**src/rtl/shared_buf_max_scheduler.sv**
```systemverilog
// Sequential max-occupancy scheduler: scans a snapshot of the per-port counters
// one port per cycle from a round-robin pointer and reports the largest eligible port.
module shared_buf_max_scheduler #(
  parameter int NUM_PORT = 16,
  parameter int PORT_W   = 5,
  parameter int CNT_W    = 11
) (
  input  logic                      clk,
  input  logic                      rst,
  input  logic [NUM_PORT*CNT_W-1:0] cnt_vec,
  input  logic [NUM_PORT-1:0]       port_en,
  input  logic                      req_valid,
  output logic                      req_ready,
  output logic                      res_valid,
  input  logic                      res_ready,
  output logic [PORT_W-1:0]         res_port,
  output logic [CNT_W-1:0]          res_count,
  output logic                      res_none,
  output logic                      busy
);

  localparam logic [1:0] S_IDLE = 2'd0;
  localparam logic [1:0] S_SCAN = 2'd1;
  localparam logic [1:0] S_DONE = 2'd2;

  localparam logic [PORT_W-1:0] LAST_PORT = PORT_W'(NUM_PORT - 1);

  logic [1:0]                r_state;
  logic [NUM_PORT*CNT_W-1:0] r_snap_cnt;
  logic [NUM_PORT-1:0]       r_snap_en;
  logic [PORT_W-1:0]         r_idx;
  logic [PORT_W-1:0]         r_step;
  logic [PORT_W-1:0]         r_rr_ptr;
  logic                      r_best_found;
  logic [PORT_W-1:0]         r_best_port;
  logic [CNT_W-1:0]          r_best_cnt;
  logic                      r_res_valid;
  logic [PORT_W-1:0]         r_res_port;
  logic [CNT_W-1:0]          r_res_count;
  logic                      r_res_none;

  logic [CNT_W-1:0]  w_cur_cnt;
  logic              w_cur_en;
  logic              w_take;
  logic              w_new_found;
  logic [PORT_W-1:0] w_new_port;
  logic [CNT_W-1:0]  w_new_cnt;
  logic [PORT_W-1:0] w_idx_next;
  logic [PORT_W-1:0] w_rr_next;
  logic              w_scan_last;

  // Select the snapshot entry under the scan index; indices >= NUM_PORT never occur.
  always_comb begin
    w_cur_cnt = '0;
    w_cur_en  = 1'b0;
    for (int i = 0; i < NUM_PORT; i++) begin
      if (r_idx == PORT_W'(i)) begin
        w_cur_cnt = r_snap_cnt[i*CNT_W +: CNT_W];
        w_cur_en  = r_snap_en[i];
      end
    end
  end

  // Strictly-greater replacement keeps the earliest port in scan order on ties.
  assign w_take      = w_cur_en && (w_cur_cnt != '0) &&
                       (!r_best_found || (w_cur_cnt > r_best_cnt));
  assign w_new_found = r_best_found | w_take;
  assign w_new_port  = w_take ? r_idx : r_best_port;
  assign w_new_cnt   = w_take ? w_cur_cnt : r_best_cnt;
  assign w_idx_next  = (r_idx == LAST_PORT) ? '0 : r_idx + 1'b1;
  assign w_rr_next   = (r_res_port == LAST_PORT) ? '0 : r_res_port + 1'b1;
  assign w_scan_last = (r_step == LAST_PORT);

  always_ff @(posedge clk) begin
    if (rst) begin
      r_state      <= S_IDLE;
      r_snap_cnt   <= '0;
      r_snap_en    <= '0;
      r_idx        <= '0;
      r_step       <= '0;
      r_rr_ptr     <= '0;
      r_best_found <= 1'b0;
      r_best_port  <= '0;
      r_best_cnt   <= '0;
      r_res_valid  <= 1'b0;
      r_res_port   <= '0;
      r_res_count  <= '0;
      r_res_none   <= 1'b0;
    end else begin
      case (r_state)
        S_IDLE: begin
          if (req_valid) begin
            r_snap_cnt   <= cnt_vec;
            r_snap_en    <= port_en;
            r_idx        <= r_rr_ptr;
            r_step       <= '0;
            r_best_found <= 1'b0;
            r_best_port  <= '0;
            r_best_cnt   <= '0;
            r_state      <= S_SCAN;
          end
        end
        S_SCAN: begin
          r_best_found <= w_new_found;
          r_best_port  <= w_new_port;
          r_best_cnt   <= w_new_cnt;
          r_idx        <= w_idx_next;
          r_step       <= r_step + 1'b1;
          // The last comparison folds straight into the result registers.
          if (w_scan_last) begin
            r_state     <= S_DONE;
            r_res_valid <= 1'b1;
            r_res_none  <= !w_new_found;
            r_res_port  <= w_new_found ? w_new_port : '0;
            r_res_count <= w_new_found ? w_new_cnt : '0;
          end
        end
        S_DONE: begin
          if (res_ready) begin
            r_state     <= S_IDLE;
            r_res_valid <= 1'b0;
            if (!r_res_none) begin
              r_rr_ptr <= w_rr_next;
            end
          end
        end
        default: r_state <= S_IDLE;
      endcase
    end
  end

  assign req_ready = (r_state == S_IDLE);
  assign busy      = (r_state != S_IDLE);
  assign res_valid = r_res_valid;
  assign res_port  = r_res_port;
  assign res_count = r_res_count;
  assign res_none  = r_res_none;

endmodule

```
**config.mk**
```make
export PLATFORM = sky130hd
export DESIGN_NAME = shared_buf_max_scheduler
export DESIGN_NICKNAME = d
export VERILOG_FILES = /design/src/rtl/shared_buf_max_scheduler.sv
export SDC_FILE = /design/constraint.sdc
export NUM_CORES = 1
export LEC_CHECK = 0
export CAP_MARGIN = 0
export CORE_AREA = 2 2 143 145
export CTS_CLUSTER_DIAMETER = 100
export CTS_CLUSTER_SIZE = 8
export DETAILED_ROUTE_END_ITERATION = 7
export DIE_AREA = 0 0 145 147
export DONT_BUFFER_PORTS = 1
export PLACE_DENSITY_LB_ADDON = 0.1
export SLEW_MARGIN = 0
export SYNTH_ARGS = -nofsm -noshare
export SYNTH_HDL_FRONTEND = slang
export SYNTH_SLANG_ARGS = --single-unit
export TNS_END_PERCENT = 30
```
**constraint.sdc**
```tcl
create_clock -name clk -period 5.8 [get_ports clk]
set_input_delay 0.29 -clock clk [delete_from_list [all_inputs] [get_ports clk]]
set_output_delay 0.29 -clock clk [all_outputs]
set_load 0.02 [all_outputs]
```
==> flow_metrics.env, run 1 <==
export IMPL_status="complete, no violations"
export IMPL_worst_clock_skew_ns=0.0204
export IMPL_synth_seq_cells=244
export IMPL_syn_area_per_cell_sq_um=7.43
export IMPL_p_int_mw=3.22
export IMPL_io_buffers=0
export IMPL_grt_usage_pct=40.0
export IMPL_grt_pass1_wl_mm=67.9
export IMPL_drc=0
export IMPL_period_needed_ns=5.33
export IMPL_ys_dominant_reg_cell="dfxtp_1"
export IMPL_crit_path_end_kind="flip-flop"
export IMPL_nFillCells=1388
export IMPL_numCtsBuffers=36
export IMPL_routedWlPerCell_um=22.3
export IMPL_yosysMostFrequentCell="nand2_1"
export IMPL_insertion_delay_ns=0.51
export IMPL_via_per_inst=6.34
export IMPL_clk_pin_slew_ns=0.05
export IMPL_synth_top_area_share_pct=41.9
export IMPL_crit_slowest_cell="a211oi_1"
export IMPL_yosysUniqueCellTypes=77
export IMPL_cts_tree="done"
export IMPL_synthArstFlopShare_pct=0
export IMPL_grt_pass1_vias=12300
export IMPL_dieArea_sq_mm=0.0213
export IMPL_globalplace_congestion=1.06
export IMPL_ios=216
export IMPL_p_leak_nw=5.44
export IMPL_grt_max_degree=219
export IMPL_rsz0062_at_grt="no"
export IMPL_power_mw=4.42
export IMPL_die_y_um=147
export IMPL_worstPathRequired_ns=6.18
export IMPL_cp_start_kind="flip-flop"
export IMPL_critPathKind="reg2reg"
export IMPL_grt_antenna_before_repair=1
export IMPL_hp_class="in2reg"
export IMPL_p_per_area_mw_per_mm2=300
export IMPL_whs_ns=0.0585
export IMPL_yosysWarningCount=0
export IMPL_fin_crit_sh_pct=91.9
export IMPL_ctsRootBufferMaster="clkbuf_16"
export IMPL_row_count=52
export IMPL_cts_buffer_depth=3
export IMPL_ant_nets=0
export IMPL_pwr_share_comb_pct=15.1
export IMPL_cpPeakStageDelay_ns=0.85
export IMPL_maxCapViolations=0
export IMPL_slew_limit_headroom_pct=14.5
export IMPL_htreeDepth=2
export IMPL_firstDrtPassIters=6
export IMPL_die_w_um=145
export IMPL_ys_seq_area_share_pct=41.9
export IMPL_setup_violations_final=0
export IMPL_synthCells=1571
export IMPL_synthTopCellsByArea="dfxtp_1, nand2_1, a21oi_1, clkbuf_1, o21ai_0"
export IMPL_drtIter0Drc=1407
export IMPL_place_hpwl_mm=27.2
export IMPL_cp_num_buf_inv=3
export IMPL_grt_ovfl_total=0
export IMPL_peakVddDrop_mv=0.289
export IMPL_synth_area_sq_mm=0.0117
export IMPL_yosysTopAreaCell="dfxtp_1"
export IMPL_p_sw_share_pct=27.0
export IMPL_coreArea_sq_mm=0.0198
export IMPL_area_growth_pct=26.1
export IMPL_finalHoldViolations=0
export IMPL_final_net_count=1922
export IMPL_synth_edff_count=0
export IMPL_vias=12600
export IMPL_fmax_ghz=0.188
export IMPL_seq_power_share_pct=41.9
export IMPL_arrival_ns=5.71
export IMPL_tns_ns=0
export IMPL_worstMarginPinSlew_ns=1.28
export IMPL_final_layout_size_suffix_gt1_share_pct=5.85
export IMPL_path_cells="ha_2, nor4bb_1, buf_4, o2bb2ai_1, a211o_1, a221oi_1, a211oi_1, ha_1, nand4_1, o32a_1, o21ai_0, a21oi_1, buf_4, o41ai_2, nor2_1, buf_4, mux2_2"
export IMPL_clkSinkCount=244
export IMPL_routed_wirelength_mm=44.1
export IMPL_p_sw_mw=1.19
export IMPL_initial_core_util_pct=58.8
export IMPL_cp_common_cell="buf_4"
export IMPL_syn_nets=1785
export IMPL_power_frac_clock_pct=43.0
export IMPL_path_max_fanout=44
export IMPL_slew_violations=0
export IMPL_worst_path_dominant_cell_family="compound AO/OA/AOI/OAI gates"
export IMPL_yosys_top_cells_count="nand2_1, a21oi_1, dfxtp_1, clkbuf_1, o21ai_0"
export IMPL_post_cts_buffers=0
-- what timing repair did --
| item | CTS | global route |
|---|---|---|
| resized for setup | 0 | 0 |
| endpoints found under the setup margin | 0 | 0 |
| hold buffers | 194 | 0 |
| endpoints found under the hold margin | 218 | 0 |
-- per-layer routing --
layer / GRT usage [%] / wire length (um) / vias up
met2: 66.6 / 20600 / 778
li1: - / - / 5694
met4: 17.6 / 1940 / 0
met3: 8.20 / 4380 / 165
met5: 0 / 0 / -
met1: 50.6 / 17300 / 5926
-- per-stage QoR --
step	setup WS, ns	util, %	area, sq um	cells
4_1_cts	0.567	74.2	14700	1980
2_1_floorplan	1.40	-	11700	1571
3_3_place_gp	0.661	59.3	11800	1746
6_report	0.469	74.2	14700	1981
3_5_place_dp	0.654	59.3	11800	1746
5_1_grt	0.220	74.2	14700	1981
-- worst paths after layout --
kind	from	endpoint	slack, ns	cells after the start
hold reg to reg	r_snap_cnt[69]	r_snap_cnt[69]	0.45	2
hold / removal	rst	r_best_cnt[5]	0.06	2
setup reg to reg	r_idx[1]	r_best_cnt[0]	0.47	17
setup / recovery	r_idx[1]	r_best_cnt[0]	0.47	17
-- logic make-up (layout without fill, tap and decap cells) --
| kind of cell | count (synthesis) | in the layout | share of synthesized area [%] |
|---|---|---|---|
| and+or+nand+nor | 632 | 632 | 23.4 |
| AOI/OAI and AO/OA | 497 | 497 | 26.1 |
| DFF | 244 | 244 | 41.9 |
| buffers and inverters | 168 | 307 | 5.72 |
| adders and majority gates | 18 | 18 | 1.93 |
| muxes | 9 | 9 | 0.783 |
| xor gates and xnor gates | 3 | 3 | 0.225 |
| other | 0 | 1 | 0 |
-- cell usage in the layout, fill, tap and decap left out, types with 15 or more instances in the layout --
cell type | Yosys | routed
inv_1 | 38 | 38
ha_1 | 18 | 15
a21oi_1 | 273 | 273
dfxtp_1 | 244 | 244
nand2_1 | 455 | 454
nand2b_1 | 18 | 18
nand3_1 | 16 | 16
nor2_1 | 53 | 53
nor2b_1 | 21 | 21
buf_4 | 1 | 35
o21ai_0 | 58 | 58
a22oi_1 | 20 | 20
dlygate4sd3_1 | 0 | 193
clkbuf_16 | 0 | 38
-- power by group through the flow --
| stage | registers, mW | logic (mW) | clock network (mW) |
|---|---|---|---|
| 2_1_floorplan | 1.83 | 0.397 | 0 |
| 4_1_cts | 1.84 | 0.633 | 1.90 |
| 3_3_place_gp | 1.87 | 0.500 | 0 |
| 3_5_place_dp | 1.87 | 0.502 | 0 |
| 5_1_grt | 1.85 | 0.718 | 1.98 |
| 6_report | 1.85 | 0.667 | 1.90 |
-- cell type report --
cell class              instances  area, sq um  area share (%)
well taps                     270          338            2.29
multi-input cells            1159         6140            41.7
repair buffers                229         2220            15.1
clock buffers                  38          951            6.46
flip-flops and latches        244         4880            33.2
clock inverters                 2         46.3           0.314
diodes                          1         2.50          0.0170
inverters                      38          143           0.969
-- sequential cells by signal, indices dropped and copies added (netlist names) --
register	count
r_snap_cnt	176
r_snap_en	16
r_best_cnt	11
res_count	11
r_best_port	5
r_idx	5
r_rr_ptr	5
r_step	5
res_port	5
r_state	2
r_best_found	1
res_none	1
res_valid	1
No activity file was read; power rests on OpenSTA's default activity.
==> run 2, diff against run 1 <==
Settings changed: ABC_AREA set to 1, CTS_CLUSTER_DIAMETER 100 to 120.
==> flow_metrics.env, run 2 <==
export IMPL_status="complete, no violations"
export IMPL_synth_top_area_share_pct=41.6
export IMPL_synth_edff_count=0
export IMPL_synth_adder_area_share_pct=1.92
export IMPL_dieArea_sq_mm=0.0213
export IMPL_slew_violations=0
export IMPL_fmax_ghz=0.198
export IMPL_worstMarginPinSlew_ns=1.06
export IMPL_insertion_delay_ns=0.49
export IMPL_yosysUniqueCellTypes=40
export IMPL_drc=0
export IMPL_grt_util_met3_pct=5.16
export IMPL_p_int_mw=3.21
export IMPL_grt_max_degree=136
export IMPL_fin_util_pct=69.5
export IMPL_power_mw=4.43
export IMPL_grt_pass1_vias=10200
export IMPL_synth_simple_area_share_pct=32.3
export IMPL_top_usage_layer="met2"
export IMPL_drtIter0Drc=748
export IMPL_routedWlPerCell_um=14.8
export IMPL_finalHoldViolations=0
export IMPL_slew_limit_headroom_pct=29.3
export IMPL_hp_start="cnt_vec[24]"
export IMPL_synth_compound_area_share_pct=15.3
export IMPL_ant_nets=0
export IMPL_use_met2_pct=46.7
export IMPL_via_per_inst=5.31
export IMPL_final_layout_size_suffix_gt1_share_pct=7.97
export IMPL_final_net_count=2034
export IMPL_grt_pass1_wl_mm=49.9
export IMPL_globalplace_congestion=0.866
export IMPL_grt_usage_pct=28.5
export IMPL_yosysMostFrequentCell="nor2_1"
export IMPL_crit_slowest_cell="nand3_4"
export IMPL_startpoint="r_idx[0]"
export IMPL_peakVddDrop_mv=0.203
export IMPL_area_growth_pct=17.6
export IMPL_firstDrtPassIters=5
export IMPL_pwr_share_comb_pct=16.4
export IMPL_post_dp_cell_area_sq_mm=0.0117
export IMPL_cts_buffer_depth=3
export IMPL_critPathKind="reg2reg"
export IMPL_grtUsageMet1_pct=38.4
export IMPL_fin_crit_sh_pct=87.2
export IMPL_post_place_cells=1940
export IMPL_routed_wirelength_mm=31.1
export IMPL_p_per_area_mw_per_mm2=321
export IMPL_cpPeakStageDelay_ns=0.41
export IMPL_row_count=52
export IMPL_arrival_ns=5.48
export IMPL_die_y_um=147
export IMPL_fin_area_sq_mm=0.0138
export IMPL_yosys_top_cells_count="nor2_1, nand2_1, dfxtp_1, o21ai_0, inv_1"
export IMPL_hp_class="in2reg"
export IMPL_tns_ns=0
export IMPL_place_hpwl_mm=21.0
export IMPL_synth_top_family_by_area="simple AND/OR/NAND/NOR gates"
export IMPL_synthMuxAreaShare_pct=0
export IMPL_ios=216
export IMPL_largest_register="r_snap_cnt"
export IMPL_synth_xor_area_share_pct=0.224
export IMPL_r2r_start="r_idx[0]"
export IMPL_syn_nets=1973
export IMPL_grt_ovfl_total=0
export IMPL_synthArstFlopShare_pct=0
export IMPL_synth_seq_cells=244
export IMPL_ys_dominant_reg_cell="dfxtp_1"
export IMPL_period_needed_ns=5.06
export IMPL_largest_reg_flops=176
export IMPL_cts_tree="done"
export IMPL_p_sw_mw=1.21
export IMPL_final_common_cell="nor2_1"
export IMPL_rsz0062_at_grt="no"
export IMPL_synthCells=1759
export IMPL_setup_violations_final=0
export IMPL_die_w_um=145
export IMPL_ctsRootBufferMaster="clkbuf_16"
export IMPL_cp_common_cell="nand2_1"
export IMPL_worstPathRequired_ns=6.23
export IMPL_p_sw_share_pct=27.4
export IMPL_io_buffers=0
export IMPL_coreArea_sq_mm=0.0198
export IMPL_yosysTopAreaCell="dfxtp_1"
export IMPL_crit_path_end_kind="flip-flop"
export IMPL_clk_pin_slew_ns=0.05
export IMPL_ys_seq_area_share_pct=41.6
export IMPL_clkSinkCount=244
export IMPL_p_leak_nw=5.92
export IMPL_power_frac_clock_pct=41.4
export IMPL_synthTopCellsByArea="dfxtp_1, nor2_1, nand2_1, o21ai_0, inv_1"
export IMPL_initial_core_util_pct=59.1
export IMPL_cp_start_kind="flip-flop"
export IMPL_worst_clock_skew_ns=0.0177
export IMPL_top_regs="r_snap_cnt x176, r_snap_en x16"
export IMPL_syn_area_per_cell_sq_um=6.67
export IMPL_finalNonFillerCells=2093
export IMPL_layout_common_cells="nor2_1, nand2_1, dfxtp_1, o21ai_0, inv_1"
export IMPL_htreeDepth=2
export IMPL_vias=11100
export IMPL_yosysWarningCount=0
export IMPL_synth_area_sq_mm=0.0117
export IMPL_grt_antenna_before_repair=2
export IMPL_maxCapViolations=0
export IMPL_numCtsBuffers=36
export IMPL_path_max_fanout=24
export IMPL_seq_power_share_pct=42.2
-- run 2: repair_timing --
action	4_1_cts	5_1_grt
endpoints found under the hold margin	158	0
gates resized for setup	0	1
hold buffers	112	0
setup buffers	0	0
setup endpoints to repair	0	1
-- run 2: cells by family (layout without fill, tap and decap cells) --
family / Yosys count / count (layout)
adders and majority gates: 18 / 18
AOI/OAI and AO/OA: 330 / 330
buffers and inverters: 249 / 310
DFF: 244 / 244
xor gates and xnor gates: 3 / 3
and+or+nand+nor: 915 / 915
other: 0 / 3
-- run 2: through the flow --
stage | setup WS (ns) | hold slack (ns)
2_1_floorplan | 1.93 | 0.425
3_3_place_gp | 0.919 | 0.359
3_5_place_dp | 0.777 | 0.361
4_1_cts | 0.729 | 0.000113
5_1_grt | 0.0283 | 0.00512
6_report | 0.743 | 0.000705
-- run 2: metal layers --
| layer | wire (um) | share of wire [%] |
|---|---|---|
| met1 | 13900 | 45 |
| met2 | 14400 | 46 |
| met3 | 2020 | 6.5 |
| met4 | 736 | 2.4 |
| met5 | 0 | 0 |
-- run 2: cell type report --
type | count | area [sq um]
repair buffers | 121 | 1200
flip-flops and latches | 244 | 4880
well taps | 270 | 338
diodes | 3 | 7.51
multi-input cells | 1266 | 5840
fillers | 1712 | 6050
clock buffers | 37 | 926
inverters | 151 | 572
clock inverters | 1 | 30.0
-- run 2: worst max-delay path, delay by kind of cell (launching register included) --
kind,cells,cell delay [ns]
AOI/OAI and AO/OA,9,1.23
buffers and inverters,3,0.26
DFF,1,0.33
adders and majority gates,2,0.45
and+or+nand+nor,21,2.73
-- run 2: final timing paths --
path	end	slack (ns)	cells past startpoint
worst max-delay path	res_count[0]	0.74	35
worst min-delay path	r_snap_cnt[24]	0.0007	2
worst max register to register	res_count[0]	0.74	35
worst min register to register	r_snap_en[13]	0.46	2
-- run 2: power groups by stage --
stage	sequential, mW	clock, mW	combinational, mW
floorplan	1.88	0	0.519
global placement	1.90	0	0.636
detailed placement	1.90	0	0.650
CTS	1.87	1.86	0.720
global route	1.88	1.94	0.821
finish	1.87	1.83	0.727
==> run 3, diff against run 2 <==
Settings changed: CTS_BUF_LIST set to sky130_fd_sc_hd__clkbuf_2, HOLD_SLACK_MARGIN set to 0.15.
==> flow_metrics.env, run 3 (synthesized netlist as in run 2, its figures left out) <==
export IMPL_r2r_cells=36
export IMPL_vias=11700
export IMPL_hp_start="cnt_vec[138]"
export IMPL_hold_depth=3
export IMPL_ctsRootBufferMaster="clkbuf_2"
export IMPL_arrival_ns=5.85
export IMPL_worstMarginPinSlew_ns=1.10
export IMPL_layout_common_cells="nor2_1, nand2_1, dfxtp_1, o21ai_0, dlygate4sd3_1"
export IMPL_period_needed_ns=5.10
export IMPL_p_leak_nw=5.99
export IMPL_tns_ns=0
export IMPL_ios=216
export IMPL_final_common_cell="nor2_1"
export IMPL_final_layout_size_suffix_gt1_share_pct=7.81
export IMPL_grt_max_degree=136
export IMPL_initial_core_util_pct=59.1
export IMPL_rsz0062_at_grt="no"
export IMPL_htreeDepth=2
export IMPL_whs_ns=0.220
export IMPL_largest_reg_flops=176
export IMPL_power_mw=3.44
export IMPL_hp_class="in2reg"
export IMPL_crit_path_end_kind="flip-flop"
export IMPL_fin_crit_sh_pct=87.9
export IMPL_insertion_delay_ns=0.79
export IMPL_io_buffers=0
export IMPL_finalHoldViolations=0
export IMPL_die_w_um=145
export IMPL_reg2reg_to="res_port[0]"
export IMPL_status="complete, no violations"
export IMPL_via_per_inst=5.35
export IMPL_cts_buffer_depth=3
export IMPL_peakVddDrop_mv=0.153
export IMPL_numCtsBuffers=36
export IMPL_place_hpwl_mm=21.0
export IMPL_multi_input_area_sq_mm=0.00585
export IMPL_final_net_count=2121
export IMPL_worstPathRequired_ns=6.56
export IMPL_drtIter0Drc=795
export IMPL_coreArea_sq_mm=0.0198
export IMPL_top_regs="r_snap_cnt x176, r_snap_en x16"
export IMPL_grt_pass1_wl_mm=53.8
export IMPL_crit_slowest_cell="dlygate4sd3_1"
export IMPL_maxCapViolations=0
export IMPL_register_area_sq_mm=0.00488
export IMPL_cp_common_cell="nand2_1"
export IMPL_nFillCells=1680
export IMPL_cp_num_buf_inv=4
export IMPL_cpPeakStageDelay_ns=0.54
export IMPL_min_to="r_snap_cnt[138]"
export IMPL_die_y_um=147
export IMPL_r2r_start="r_idx[0]"
export IMPL_cts_tree="done"
export IMPL_largest_register="r_snap_cnt"
export IMPL_clk_pin_slew_ns=0.16
export IMPL_dieArea_sq_mm=0.0213
export IMPL_drc=0
export IMPL_worst_path_dominant_cell_family="simple AND/OR/NAND/NOR gates"
export IMPL_path_max_fanout=24
export IMPL_worst_clock_skew_ns=0.0779
export IMPL_globalplace_congestion=0.866
export IMPL_row_count=52
export IMPL_firstDrtPassIters=5
export IMPL_grt_usage_pct=30.7
export IMPL_grt_pass1_vias=11000
export IMPL_area_growth_pct=18.8
export IMPL_routedWlPerCell_um=15.3
export IMPL_ant_nets=0
export IMPL_setup_violations_final=0
export IMPL_slew_violations=0
export IMPL_critPathKind="reg2reg"
export IMPL_slew_limit_headroom_pct=26.4
export IMPL_regToRegSetupSlack_ns=0.70
export IMPL_clkSinkCount=244
export IMPL_cp_start_kind="flip-flop"
export IMPL_grt_ovfl_total=0
export IMPL_routed_wirelength_mm=33.5
export IMPL_fin_util_pct=70.2
export IMPL_p_per_area_mw_per_mm2=247
export IMPL_grt_antenna_before_repair=3
export IMPL_fmax_ghz=0.196
==> run 3: changes by cell type in the layout (fill, tap and decap cells not counted), sizes merged <==
| cell | change |
|---|---|
| buf | +3 |
| dlygate4sd3 | +84 |
==> run 3: worst register-to-register path: cells and delay by family (launching register included) <==
family | cells | cell delay (ns)
adder cells (fa/ha/maj) | 2 | 0.45
flip-flops | 1 | 0.36
AND/OR/NAND/NOR | 21 | 2.24
AO/OA/AOI/OAI | 9 | 1.22
buffers and inverters | 4 | 0.79
==> run 3: cell type report <==
class                           count  area share, %
Sequential cell                   244           35.1
Inverter                          151           4.10
Clock inverter                      1          0.215
Antenna cell                        3         0.0539
Timing Repair Buffer              208           14.9
Clock buffer                       37           1.33
Multi-Input combinational cell   1266           42.0
Tap cell                          270           2.42
==> run 3: how the worst max path moves through the flow <==
stage | from | to | slack (ns) | depth (start not counted)
after floorplan | r_idx[0] | res_count[6] | 1.93 | 36
after global placement | r_idx[0] | res_count[2] | 0.92 | 35
after detailed placement | r_idx[1] | res_count[2] | 0.78 | 35
after CTS | r_idx[1] | res_port[0] | 0.24 | 36
after global routing | r_idx[0] | res_port[0] | 0.09 | 36
final | r_idx[0] | res_port[0] | 0.70 | 36
==> run 3: per-stage QoR <==
stage / std cells / setup WS [ns] / area (sq um)
after floorplan: 1759 / 1.93 / 11700
after global placement: 1940 / 0.919 / 11700
after detailed placement: 1940 / 0.777 / 11700
after CTS: 2174 / 0.243 / 13900
after global routing: 2180 / 0.0861 / 13900
final: 2180 / 0.702 / 13900
==> run 3: power breakdown <==
group          leakage, nW  internal, mW  total (mW)  switching (mW)
combinational         3.81         0.303       0.792           0.489
sequential            2.01          1.80        1.86          0.0676
clock                0.168         0.211       0.783           0.572
total                 5.99          2.31        3.44            1.13
==> run 3: routing by layer <==
metal,global-route usage (%),vias up,part of all wire (%)
met5,0,-,0
met4,10.2,0,2.9
met3,5.75,83,6.9
met2,52.3,420,47
met1,39.3,5310,43
li1,-,5840,-
==> run 3: timing repair <==
| item | 4_1_cts | 5_1_grt |
|---|---|---|
| hold endpoints to repair | 244 | 0 |
| gates resized for setup | 0 | 3 |
| endpoints found under the setup margin | 0 | 2 |
| hold buffers | 196 | 0 |
| setup buffers | 0 | 3 |
